`config.mk`:
```
export PLATFORM = sky130hd
export DESIGN_NAME = mem_byte_arbiter_flat
export DESIGN_NICKNAME = d
export VERILOG_FILES = /design/src/rtl/mem_byte_arbiter_if.sv /design/src/rtl/mem_byte_arbiter.sv /design/src/flat_wrapper.sv
export SDC_FILE = /design/constraint.sdc
export NUM_CORES = 1
export LEC_CHECK = 0
export BUFFER_PORTS_ARGS = -buffer_cell sky130_fd_sc_hd__buf_2
export CAP_MARGIN = 20
export CORE_MARGIN = 8
export CORE_UTILIZATION = 25
export CTS_BUF_LIST = sky130_fd_sc_hd__clkbuf_2 sky130_fd_sc_hd__clkbuf_4 sky130_fd_sc_hd__clkbuf_8
export DETAILED_ROUTE_END_ITERATION = 10
export SKIP_LAST_GASP = 1
export SLEW_MARGIN = 20
export SYNTH_ARGS = -nofsm -noshare
export SYNTH_HDL_FRONTEND = slang
export SYNTH_SLANG_ARGS = --single-unit
```
`constraint.sdc`:
```
create_clock -name clk_in -period 3.2 [get_ports clk_in]
set_clock_uncertainty 0.1 [all_clocks]
set_input_delay 0.32 -clock clk_in [delete_from_list [all_inputs] [get_ports clk_in]]
set_output_delay 0.32 -clock clk_in [all_outputs]
set_load 0.005 [all_outputs]
```
`src/rtl/mem_byte_arbiter_if.sv`:
```
// rtl/mem_byte_arbiter_if.sv - core request ports and byte-wide RAM/IO bus of the byte arbiter
interface mem_byte_arbiter_if #(
  parameter int ADDR_W = 32
);
  logic              rdy_in;
  logic              if_req_i;
  logic [ADDR_W-1:0] if_addr_i;
  logic              flush_i;
  logic [31:0]       if_inst_o;
  logic              if_done_o;
  logic              ls_req_i;
  logic              ls_we_i;
  logic [1:0]        ls_size_i;
  logic [ADDR_W-1:0] ls_addr_i;
  logic [31:0]       ls_wdata_i;
  logic [31:0]       ls_rdata_o;
  logic              ls_done_o;
  logic              stall_o;
  logic [7:0]        mem_din;
  logic [7:0]        mem_dout;
  logic [ADDR_W-1:0] mem_a;
  logic              mem_wr;

  modport slave (
    input  rdy_in, if_req_i, if_addr_i, flush_i, ls_req_i, ls_we_i, ls_size_i,
           ls_addr_i, ls_wdata_i, mem_din,
    output if_inst_o, if_done_o, ls_rdata_o, ls_done_o, stall_o, mem_dout, mem_a, mem_wr
  );

  modport master (
    output rdy_in, if_req_i, if_addr_i, flush_i, ls_req_i, ls_we_i, ls_size_i,
           ls_addr_i, ls_wdata_i, mem_din,
    input  if_inst_o, if_done_o, ls_rdata_o, ls_done_o, stall_o, mem_dout, mem_a, mem_wr
  );
endinterface

```
`src/rtl/mem_byte_arbiter.sv`:
```
// rtl/mem_byte_arbiter.sv - arbitrates fetch and load/store ports onto a byte-wide RAM/IO bus
module mem_byte_arbiter #(
  parameter int         ADDR_W = 32,
  parameter logic [1:0] IO_SEL = 2'b11
) (
  input logic              clk_in,
  input logic              rst_in,
  mem_byte_arbiter_if.slave bus
);
  typedef enum logic [1:0] {IDLE, READ, WRITE, DONE} state_t;

  state_t            state;
  logic              own_ls;
  logic [ADDR_W-1:0] addr_q;
  logic [ADDR_W-1:0] mem_a_q;
  logic [1:0]        last_q;
  logic [1:0]        iss_q;
  logic [1:0]        cap_q;
  logic [31:0]       wdata_q;
  logic [31:0]       buf_q;
  logic [31:0]       if_inst_q;
  logic [31:0]       ls_rdata_q;
  logic [7:0]        dout_q;
  logic              a_vld_q;
  logic              pend_q;
  logic              pend_io_q;
  logic              wr_q;
  logic              if_done_q;
  logic              ls_done_q;

  logic [1:0]        ls_last;
  logic [1:0]        iss_inc;
  logic              io_hold;
  logic              run;
  logic [31:0]       cap_word;
  logic [ADDR_W-1:0] next_a;
  logic [ADDR_W-1:0] rewind_a;
  logic [7:0]        next_byte;

  // Decode size, pause override and the next byte address/data/capture word
  always_comb begin
    ls_last   = (bus.ls_size_i == 2'd2) ? 2'd3 : bus.ls_size_i;
    // an I/O byte on the bus or in flight must complete, so a pause is ignored then
    io_hold   = (a_vld_q && (mem_a_q[17:16] == IO_SEL)) || (pend_q && pend_io_q);
    run       = bus.rdy_in || io_hold;
    iss_inc   = iss_q + 2'd1;
    cap_word  = buf_q;
    cap_word[{cap_q, 3'b000} +: 8] = bus.mem_din;
    next_a    = addr_q + ADDR_W'(iss_inc);
    rewind_a  = addr_q + ADDR_W'(cap_q);
    next_byte = wdata_q[{iss_inc, 3'b000} +: 8];
  end

  // Access sequencer: accept in IDLE, issue/capture bytes, pulse done, return to IDLE
  always_ff @(posedge clk_in or negedge rst_in) begin
    if (!rst_in) begin
      state      <= IDLE;
      own_ls     <= 1'b0;
      addr_q     <= '0;
      mem_a_q    <= '0;
      last_q     <= '0;
      iss_q      <= '0;
      cap_q      <= '0;
      wdata_q    <= '0;
      buf_q      <= '0;
      if_inst_q  <= '0;
      ls_rdata_q <= '0;
      dout_q     <= '0;
      a_vld_q    <= 1'b0;
      pend_q     <= 1'b0;
      pend_io_q  <= 1'b0;
      wr_q       <= 1'b0;
      if_done_q  <= 1'b0;
      ls_done_q  <= 1'b0;
    end else begin
      if_done_q <= 1'b0;
      ls_done_q <= 1'b0;
      unique case (state)
        IDLE: begin
          if (bus.rdy_in && (bus.ls_req_i || bus.if_req_i)) begin
            own_ls    <= bus.ls_req_i;
            addr_q    <= bus.ls_req_i ? bus.ls_addr_i : bus.if_addr_i;
            mem_a_q   <= bus.ls_req_i ? bus.ls_addr_i : bus.if_addr_i;
            last_q    <= bus.ls_req_i ? ls_last : 2'd3;
            wdata_q   <= bus.ls_wdata_i;
            buf_q     <= '0;
            iss_q     <= '0;
            cap_q     <= '0;
            pend_q    <= 1'b0;
            pend_io_q <= 1'b0;
            if (bus.ls_req_i && bus.ls_we_i) begin
              state   <= WRITE;
              dout_q  <= bus.ls_wdata_i[7:0];
              wr_q    <= 1'b1;
              a_vld_q <= 1'b0;
            end else begin
              state   <= READ;
              a_vld_q <= 1'b1;
            end
          end
        end
        READ: begin
          if (bus.flush_i && !own_ls) begin
            state   <= IDLE;
            a_vld_q <= 1'b0;
            pend_q  <= 1'b0;
            mem_a_q <= '0;
          end else if (run) begin
            if (pend_q) begin
              buf_q <= cap_word;
              cap_q <= cap_q + 2'd1;
              if (cap_q == last_q) begin
                state <= DONE;
                if (own_ls) begin
                  ls_rdata_q <= cap_word;
                  ls_done_q  <= 1'b1;
                end else begin
                  if_inst_q <= cap_word;
                  if_done_q <= 1'b1;
                end
              end
            end
            pend_q    <= a_vld_q;
            pend_io_q <= (mem_a_q[17:16] == IO_SEL);
            if (a_vld_q && (iss_q != last_q)) begin
              iss_q   <= iss_inc;
              mem_a_q <= next_a;
            end else begin
              a_vld_q <= 1'b0;
              mem_a_q <= '0;
            end
          end else begin
            // pause: drop the byte in flight and re-present the first uncaptured one
            pend_q  <= 1'b0;
            a_vld_q <= 1'b1;
            iss_q   <= cap_q;
            mem_a_q <= rewind_a;
          end
        end
        WRITE: begin
          if (bus.rdy_in) begin
            if (iss_q == last_q) begin
              state     <= DONE;
              wr_q      <= 1'b0;
              mem_a_q   <= '0;
              dout_q    <= '0;
              ls_done_q <= 1'b1;
            end else begin
              iss_q   <= iss_inc;
              mem_a_q <= next_a;
              dout_q  <= next_byte;
            end
          end
        end
        DONE: begin
          state <= IDLE;
        end
      endcase
    end
  end

  assign bus.mem_a      = mem_a_q;
  assign bus.mem_dout   = dout_q;
  assign bus.mem_wr     = wr_q && bus.rdy_in;
  assign bus.if_inst_o  = if_inst_q;
  assign bus.if_done_o  = if_done_q;
  assign bus.ls_rdata_o = ls_rdata_q;
  assign bus.ls_done_o  = ls_done_q;
  assign bus.stall_o    = (state != IDLE) || bus.if_req_i || bus.ls_req_i;
endmodule

```
`src/flat_wrapper.sv`:
```
// flat-port wrapper written by rule: the top's interface ports become plain ports
module mem_byte_arbiter_flat 
#(
  parameter int         ADDR_W = 32,
  parameter logic [1:0] IO_SEL = 2'b11
)
  (clk_in, rst_in, bus_rdy_in, bus_if_req_i, bus_if_addr_i, bus_flush_i, bus_ls_req_i, bus_ls_we_i, bus_ls_size_i, bus_ls_addr_i, bus_ls_wdata_i, bus_mem_din, bus_if_inst_o, bus_if_done_o, bus_ls_rdata_o, bus_ls_done_o, bus_stall_o, bus_mem_dout, bus_mem_a, bus_mem_wr);
  mem_byte_arbiter_if #(.ADDR_W(ADDR_W)) bus_i ();
  input logic clk_in;
  input logic rst_in;
  input wire logic [$bits(bus_i.rdy_in)-1:0] bus_rdy_in;
  input wire logic [$bits(bus_i.if_req_i)-1:0] bus_if_req_i;
  input wire logic [$bits(bus_i.if_addr_i)-1:0] bus_if_addr_i;
  input wire logic [$bits(bus_i.flush_i)-1:0] bus_flush_i;
  input wire logic [$bits(bus_i.ls_req_i)-1:0] bus_ls_req_i;
  input wire logic [$bits(bus_i.ls_we_i)-1:0] bus_ls_we_i;
  input wire logic [$bits(bus_i.ls_size_i)-1:0] bus_ls_size_i;
  input wire logic [$bits(bus_i.ls_addr_i)-1:0] bus_ls_addr_i;
  input wire logic [$bits(bus_i.ls_wdata_i)-1:0] bus_ls_wdata_i;
  input wire logic [$bits(bus_i.mem_din)-1:0] bus_mem_din;
  output wire logic [$bits(bus_i.if_inst_o)-1:0] bus_if_inst_o;
  output wire logic [$bits(bus_i.if_done_o)-1:0] bus_if_done_o;
  output wire logic [$bits(bus_i.ls_rdata_o)-1:0] bus_ls_rdata_o;
  output wire logic [$bits(bus_i.ls_done_o)-1:0] bus_ls_done_o;
  output wire logic [$bits(bus_i.stall_o)-1:0] bus_stall_o;
  output wire logic [$bits(bus_i.mem_dout)-1:0] bus_mem_dout;
  output wire logic [$bits(bus_i.mem_a)-1:0] bus_mem_a;
  output wire logic [$bits(bus_i.mem_wr)-1:0] bus_mem_wr;
  assign bus_i.rdy_in = bus_rdy_in;
  assign bus_i.if_req_i = bus_if_req_i;
  assign bus_i.if_addr_i = bus_if_addr_i;
  assign bus_i.flush_i = bus_flush_i;
  assign bus_i.ls_req_i = bus_ls_req_i;
  assign bus_i.ls_we_i = bus_ls_we_i;
  assign bus_i.ls_size_i = bus_ls_size_i;
  assign bus_i.ls_addr_i = bus_ls_addr_i;
  assign bus_i.ls_wdata_i = bus_ls_wdata_i;
  assign bus_i.mem_din = bus_mem_din;
  assign bus_if_inst_o = bus_i.if_inst_o;
  assign bus_if_done_o = bus_i.if_done_o;
  assign bus_ls_rdata_o = bus_i.ls_rdata_o;
  assign bus_ls_done_o = bus_i.ls_done_o;
  assign bus_stall_o = bus_i.stall_o;
  assign bus_mem_dout = bus_i.mem_dout;
  assign bus_mem_a = bus_i.mem_a;
  assign bus_mem_wr = bus_i.mem_wr;
  mem_byte_arbiter #(.ADDR_W(ADDR_W), .IO_SEL(IO_SEL)) u_core (.clk_in(clk_in), .rst_in(rst_in), .bus(bus_i));
endmodule
```
Yosys cells after proc, flatten, opt, wreduce, memory -nomap -nowiden --
Index checks and enable logic that the tools add are counted. W data, S select, Z words.
Cells by class: bitwise gates (word level) 2, muxes and demuxes 73, shift-type cells 3, add/sub/neg operators 5, equal/unequal tests 21, reduce and logical (&&, ||, !) cells 30
Operators with widths (number):
- $mux W32 | 11
- $pmux W32 S3 | 1
- $add A32 B2 Y32 | 2
- $pmux W32 S2 | 1
- $mux W2 | 19
- $bwmux W32 | 1
- $mux W8 | 4
- $shift A8 B7 Y32 const A | 1
- $shiftx A32 B6 Y8 | 1
- $shiftx A8 B7 Y32 | 1
- $mux W1 | 27
- $reduce_and A6 Y1 | 4
- $pmux W8 S2 | 1
- $ne A2 B1 Y1 const B | 5
- $pmux W1 S2 | 5
- $reduce_and A5 Y1 | 2
- $ne A3 B1 Y1 const B | 3
- $eq A2 B2 Y1 const B | 4
- $pmux W2 S4 | 1
- $reduce_and A4 Y1 | 2
- $logic_and A1 B1 Y1 | 7
- $neg A5 Y7 | 1
- $ne A2 B2 Y1 const B | 3
- $pmux W2 S3 | 1
- other kinds (15) | 26
Storage, ports and cells: input port bits 113, word-level logic and storage cells 152, bits in registers 215, output and inout bits 108

Depth between registers and ports, before layout --
word-level depth 7, depth in mapped cells 11, mapped depth without buffers 9

Worst setup path after synthesis --
No wires, ideal clock.
path kind register -> register, from reg u_core.iss_q[1], to reg u_core.mem_a_q[19] (netlist: u_core.bus.mem_a[19]), required time 2952 ps, library setup time 148 ps, data arrival time 2526 ps, period minus slack after synthesis 2774 ps, cell stages (with the launch flop) 12, path slack 426 ps, cells stage by stage dfrtp_1 buf_2 xor2_1 ha_1 a21oi_1 or2_1 clkbuf_1 clkbuf_1 nor3_1 xnor2_1 a221oi_1 a311oi_1
Between the ends: longest elaborated chain between the ends 6, elaborated cells between the ends (all ways) 11
RTL lines:
- from (decl) | line mem_byte_arbiter.sv:17 | logic [1:0] iss_q;
- from (signal assigned) | line mem_byte_arbiter.sv:126 | iss_q <= iss_inc;
- from (signal assigned) | line mem_byte_arbiter.sv:136 | iss_q <= cap_q;
- from (signal assigned) | line mem_byte_arbiter.sv:149 | iss_q <= iss_inc;
- $add A2 B1 Y2 / $ne A2 B2 Y1 (equally long branches) | line mem_byte_arbiter.sv:46, mem_byte_arbiter.sv:125
- $add A32 B2 Y32 / $logic_and A1 B1 Y1 (equally long branches) | line mem_byte_arbiter.sv:49, mem_byte_arbiter.sv:125
- $mux W32 | line mem_byte_arbiter.sv:125 | if (a_vld_q && (iss_q != last_q)) begin
- $mux W32 | line mem_byte_arbiter.sv:108 | end else if (run) begin
- $mux W32 | line mem_byte_arbiter.sv:103 | if (bus.flush_i && !own_ls) begin
- $pmux W32 S3 * | line mem_byte_arbiter.sv:78 | unique case (state)
- to (signal assigned) | line mem_byte_arbiter.sv:83 | mem_a_q <= bus.ls_req_i ? bus.ls_addr_i : bus.if_addr_i;
- to (signal assigned) | line mem_byte_arbiter.sv:127 | mem_a_q <= next_a;
- to (signal assigned) | line mem_byte_arbiter.sv:137 | mem_a_q <= rewind_a;
- to (decl) | line mem_byte_arbiter.sv:15 | logic [ADDR_W-1:0] mem_a_q;
Every way passes the cells marked *; elsewhere a longest branch is shown, timed or not. The select of a mux whose other input is x is not followed. A chain may end at the register's enable or synchronous reset.

Worst setup path in the final report --
from reg u_core.cap_q[0], to reg u_core.mem_a_q[18] (netlist: u_core.bus.mem_a[18])
Between the ends: longest elaborated chain between the ends 4
RTL lines:
- from (decl) | line mem_byte_arbiter.sv:18 | logic [1:0] cap_q;
- from (signal assigned) | line mem_byte_arbiter.sv:111 | cap_q <= cap_q + 2'd1;
- $add A32 B2 Y32 | line mem_byte_arbiter.sv:50 | rewind_a = addr_q + ADDR_W'(cap_q);
- $mux W32 | line mem_byte_arbiter.sv:108
- $mux W32 | line mem_byte_arbiter.sv:103
- $pmux W32 S3 | line mem_byte_arbiter.sv:78
No other way between the ends.

==> flow_summary.json <==
{
  "grt_pass1_vias": 10500,
  "port_buffers": 220,
  "leakage_nw": 6.82,
  "fin_area_um2": 14800,
  "die_width_um": 227,
  "setup_tns_ns": 0,
  "fillers": 4598,
  "ys_async_sr_fraction_pct": 100,
  "pwr_density_cell_nw_per_um2": 801,
  "wl_per_cell_um": 18.2,
  "synth_edf_count": 0,
  "worst_pin_slew_ns": 0.956,
  "status": "finished clean",
  "synth.largest_area_cell": "dfrtp_1",
  "hpwl_mm": 27.6,
  "hold_buffers": 88,
  "cts_max_level": 2,
  "clock_latency_ns": 0.60,
  "die_y_um": 227,
  "ant_nets": 0,
  "gp_congestion": 0.877,
  "antenna_found_initial": 1,
  "finish.utilization_pct": 33.5,
  "drtIter0Drc": 694,
  "drt-total-wl_mm": 39.1,
  "seqPwrFrac_pct": 35.4,
  "syn_inst": 1223,
  "cts.repair.resized": 0,
  "worst-path-max-fanout": 9,
  "drc": 0,
  "coreArea_um2": 44000,
  "grt_first_pass_wirelength_mm": 61.3,
  "combPwrFrac_pct": 39.5,
  "clock_path_buffers": 3,
  "initial_core_util_pct": 25.3,
  "seq_area_frac_synth_pct": 48.4,
  "diodes": 0,
  "ys_warn_count": 0,
  "cts_buffers": 41,
  "p_clk_share_pct": 25.1,
  "synth_top_cell_area_share_pct": 48.4,
  "drv_cap": 0,
  "max_freq_mhz": 347,
  "cellInternalPower_w": 0.00708,
  "stdcell_count": 2145,
  "slew_headroom_pct": 36.3,
  "vias_per_cell": 4.85,
  "period_minus_slack_ns": 2.88,
  "syn_avg_cell_area_um2": 9.09,
  "synth_fp_nets": 1350,
  "hold_viol_final": 0,
  "power_switching_w": 0.00475,
  "nets": 1648,
  "startpoint_type": "flip-flop",
  "placed_area_um2": 13000,
  "num_rows": 77,
  "synth.distinct_cells": 66,
  "cts-root-buf": "clkbuf_8",
  "cp-end-kind": "flip-flop",
  "critical_path_class": "flip-flop to flip-flop",
  "drive_above_1_share_pct": 23.5,
  "hold_ws_ns": 0.0188,
  "hp-class": "primary input to flip-flop",
  "first_pass_iters": 5,
  "required_ns": 3.58,
  "worst-r2r-setup-slack_ns": 0.32,
  "cp.arrival_ns": 3.26,
  "setup_viol": 0,
  "track_usage_pct": 15.0,
  "cts.clk_slew.worst_paths_ns": 0.06,
  "cts_num_sinks": 215,
  "synth-seq-cells": 215,
  "grt_max_degree": 97,
  "grt-ovfl-total": 0,
  "finalCritPeriodShare_pct": 90.0,
  "synth_area_um2": 11100,
  "area_growth_pct": 32.8,
  "die-area_um2": 51500,
  "rsz0062_at_grt": "false",
  "report.final.slew_viol_count": 0,
  "post_cts_buffers": 0,
  "synthFlopType": "dfrtp_1",
  "switching_share_pct": 40.2,
  "vdd_drop_max_mv": 0.347,
  "cts_tree": "done",
  "synthTopCellsByArea": "dfrtp_1 48%, nand2_1 8.1%, o21ai_0 6.3%",
  "vias": 10400,
  "dp.cells": 1982,
  "num_io_pins": 221
}
==> layout by cell type (no fill, tap or decap), drive strengths merged, types with 7 or more instances in the layout <==
master and count:
nor2 37, dfrtp 215, o21ai 148, inv 20, nor4 10, o22ai 11, a221oi 12, a311oi 7
mux2i 38, xor2 12, mux4 8, nand2 240, nand3 32, ha 12, dlygate4sd3 88, nand4 14
a22o 36, a31oi 14, a22oi 15, xnor2 17, clkbuf 66, nor2b 34, nor3 22, a21oi 91
buf 267
==> cell usage after synthesis (11+ instances only) <==
master and count:
nand2_1 240, dfrtp_1 215, o21ai_0 140, a21oi_1 91
clkbuf_1 66, mux2i_1 38, nor2_1 37, a22o_1 36
nor2b_1 34, nand3_1 32, nor3_1 22, inv_1 20
xnor2_1 17, buf_1 16, buf_2 16, a22oi_1 15
a31oi_1 14, nand4_1 14, a221oi_1 12, ha_1 12
xor2_1 12, o22ai_1 11
==> state kept, by name, indices dropped and copies added, names as in the netlist, 2 cells and up <==
signal                 cells
u_core.addr_q             32
u_core.buf_q              32
u_core.bus.if_inst_o      32
u_core.bus.ls_rdata_o     32
u_core.bus.mem_a          32
u_core.bus.mem_dout        8
u_core.cap_q               2
u_core.iss_q               2
u_core.last_q              2
u_core.state               2
u_core.wdata_q            32
==> layout make-up <==
type / count / area (µm²) / area share [%]
Clock inverter: 9 / 77.6 / 0.525
Clock buffer: 66 / 833 / 5.64
Inverter: 21 / 78.8 / 0.534
Tap cell: 592 / 741 / 5.02
Sequential cell: 215 / 5380 / 36.4
Multi-Input combinational cell: 887 / 5280 / 35.7
Timing Repair Buffer: 355 / 2380 / 16.1
==> critical path, cell delays in order, from the launching register on <==
cell and delay [ns]:
dfrtp_1 0.56, ha_1 0.25, inv_1 0.06, fa_1 0.47, nor2_1 0.50, mux2i_1 0.20, o31a_1 0.31, o21ai_0 0.25
a21oi_1 0.10
==> per-stage QoR <==
step	total power (W)	worst slack (ns)
after global routing	0.0127	0.189
after CTS	0.0120	0.371
after detailed placement	0.00883	0.359
final	0.0118	0.321
after floorplan	0.00696	0.426
after global placement	0.00875	0.378
==> final timing paths <==
check / from / endpoint / cells after the start
max: u_core.cap_q[0]$_DFFE_PN0P_ / u_core.bus.mem_a[18]$_DFFE_PN0P_ / 8
min in group asynchronous: rst_in / u_core.buf_q[8]$_DFFE_PN0P_ / 2
max in group asynchronous: rst_in / u_core.bus.if_inst_o[27]$_DFFE_PN0P_ / 3
min reg2reg: u_core.wdata_q[17]$_DFFE_PN0P_ / u_core.wdata_q[17]$_DFFE_PN0P_ / 2
max reg2reg: u_core.cap_q[0]$_DFFE_PN0P_ / u_core.bus.mem_a[18]$_DFFE_PN0P_ / 8
min: bus_if_addr_i[6] / u_core.addr_q[6]$_DFFE_PN0P_ / 3
==> power by group through the flow <==
stage,clock network (W),registers (W),logic (W)
3_3_place_gp,0,0.00420,0.00454
5_1_grt,0.00320,0.00428,0.00522
3_5_place_dp,0,0.00422,0.00461
6_report,0.00297,0.00419,0.00468
2_1_floorplan,0,0.00386,0.00309
4_1_cts,0.00308,0.00418,0.00473
==> kinds of logic after synthesis <==
family                     Yosys count  synth area share (%)
and+or+nand+nor                    421                  17.3
AOI/OAI and AO/OA                  374                  20.7
DFF                                215                  48.4
buffers and inverters              121                  4.33
muxes                               49                  5.34
xor gates and xnor gates            29                  2.28
adders and majority gates           14                  1.71
==> layer usage <==
layer  GRT usage, %  share of wire (%)  up-vias
li1               -                  -     4962
met1           18.9                 43     5018
met2           25.0                 47      354
met3           3.66                7.7       68
met4           4.89                2.4        0
met5              0                  0        -
Power figures use the tool's default switching activity.
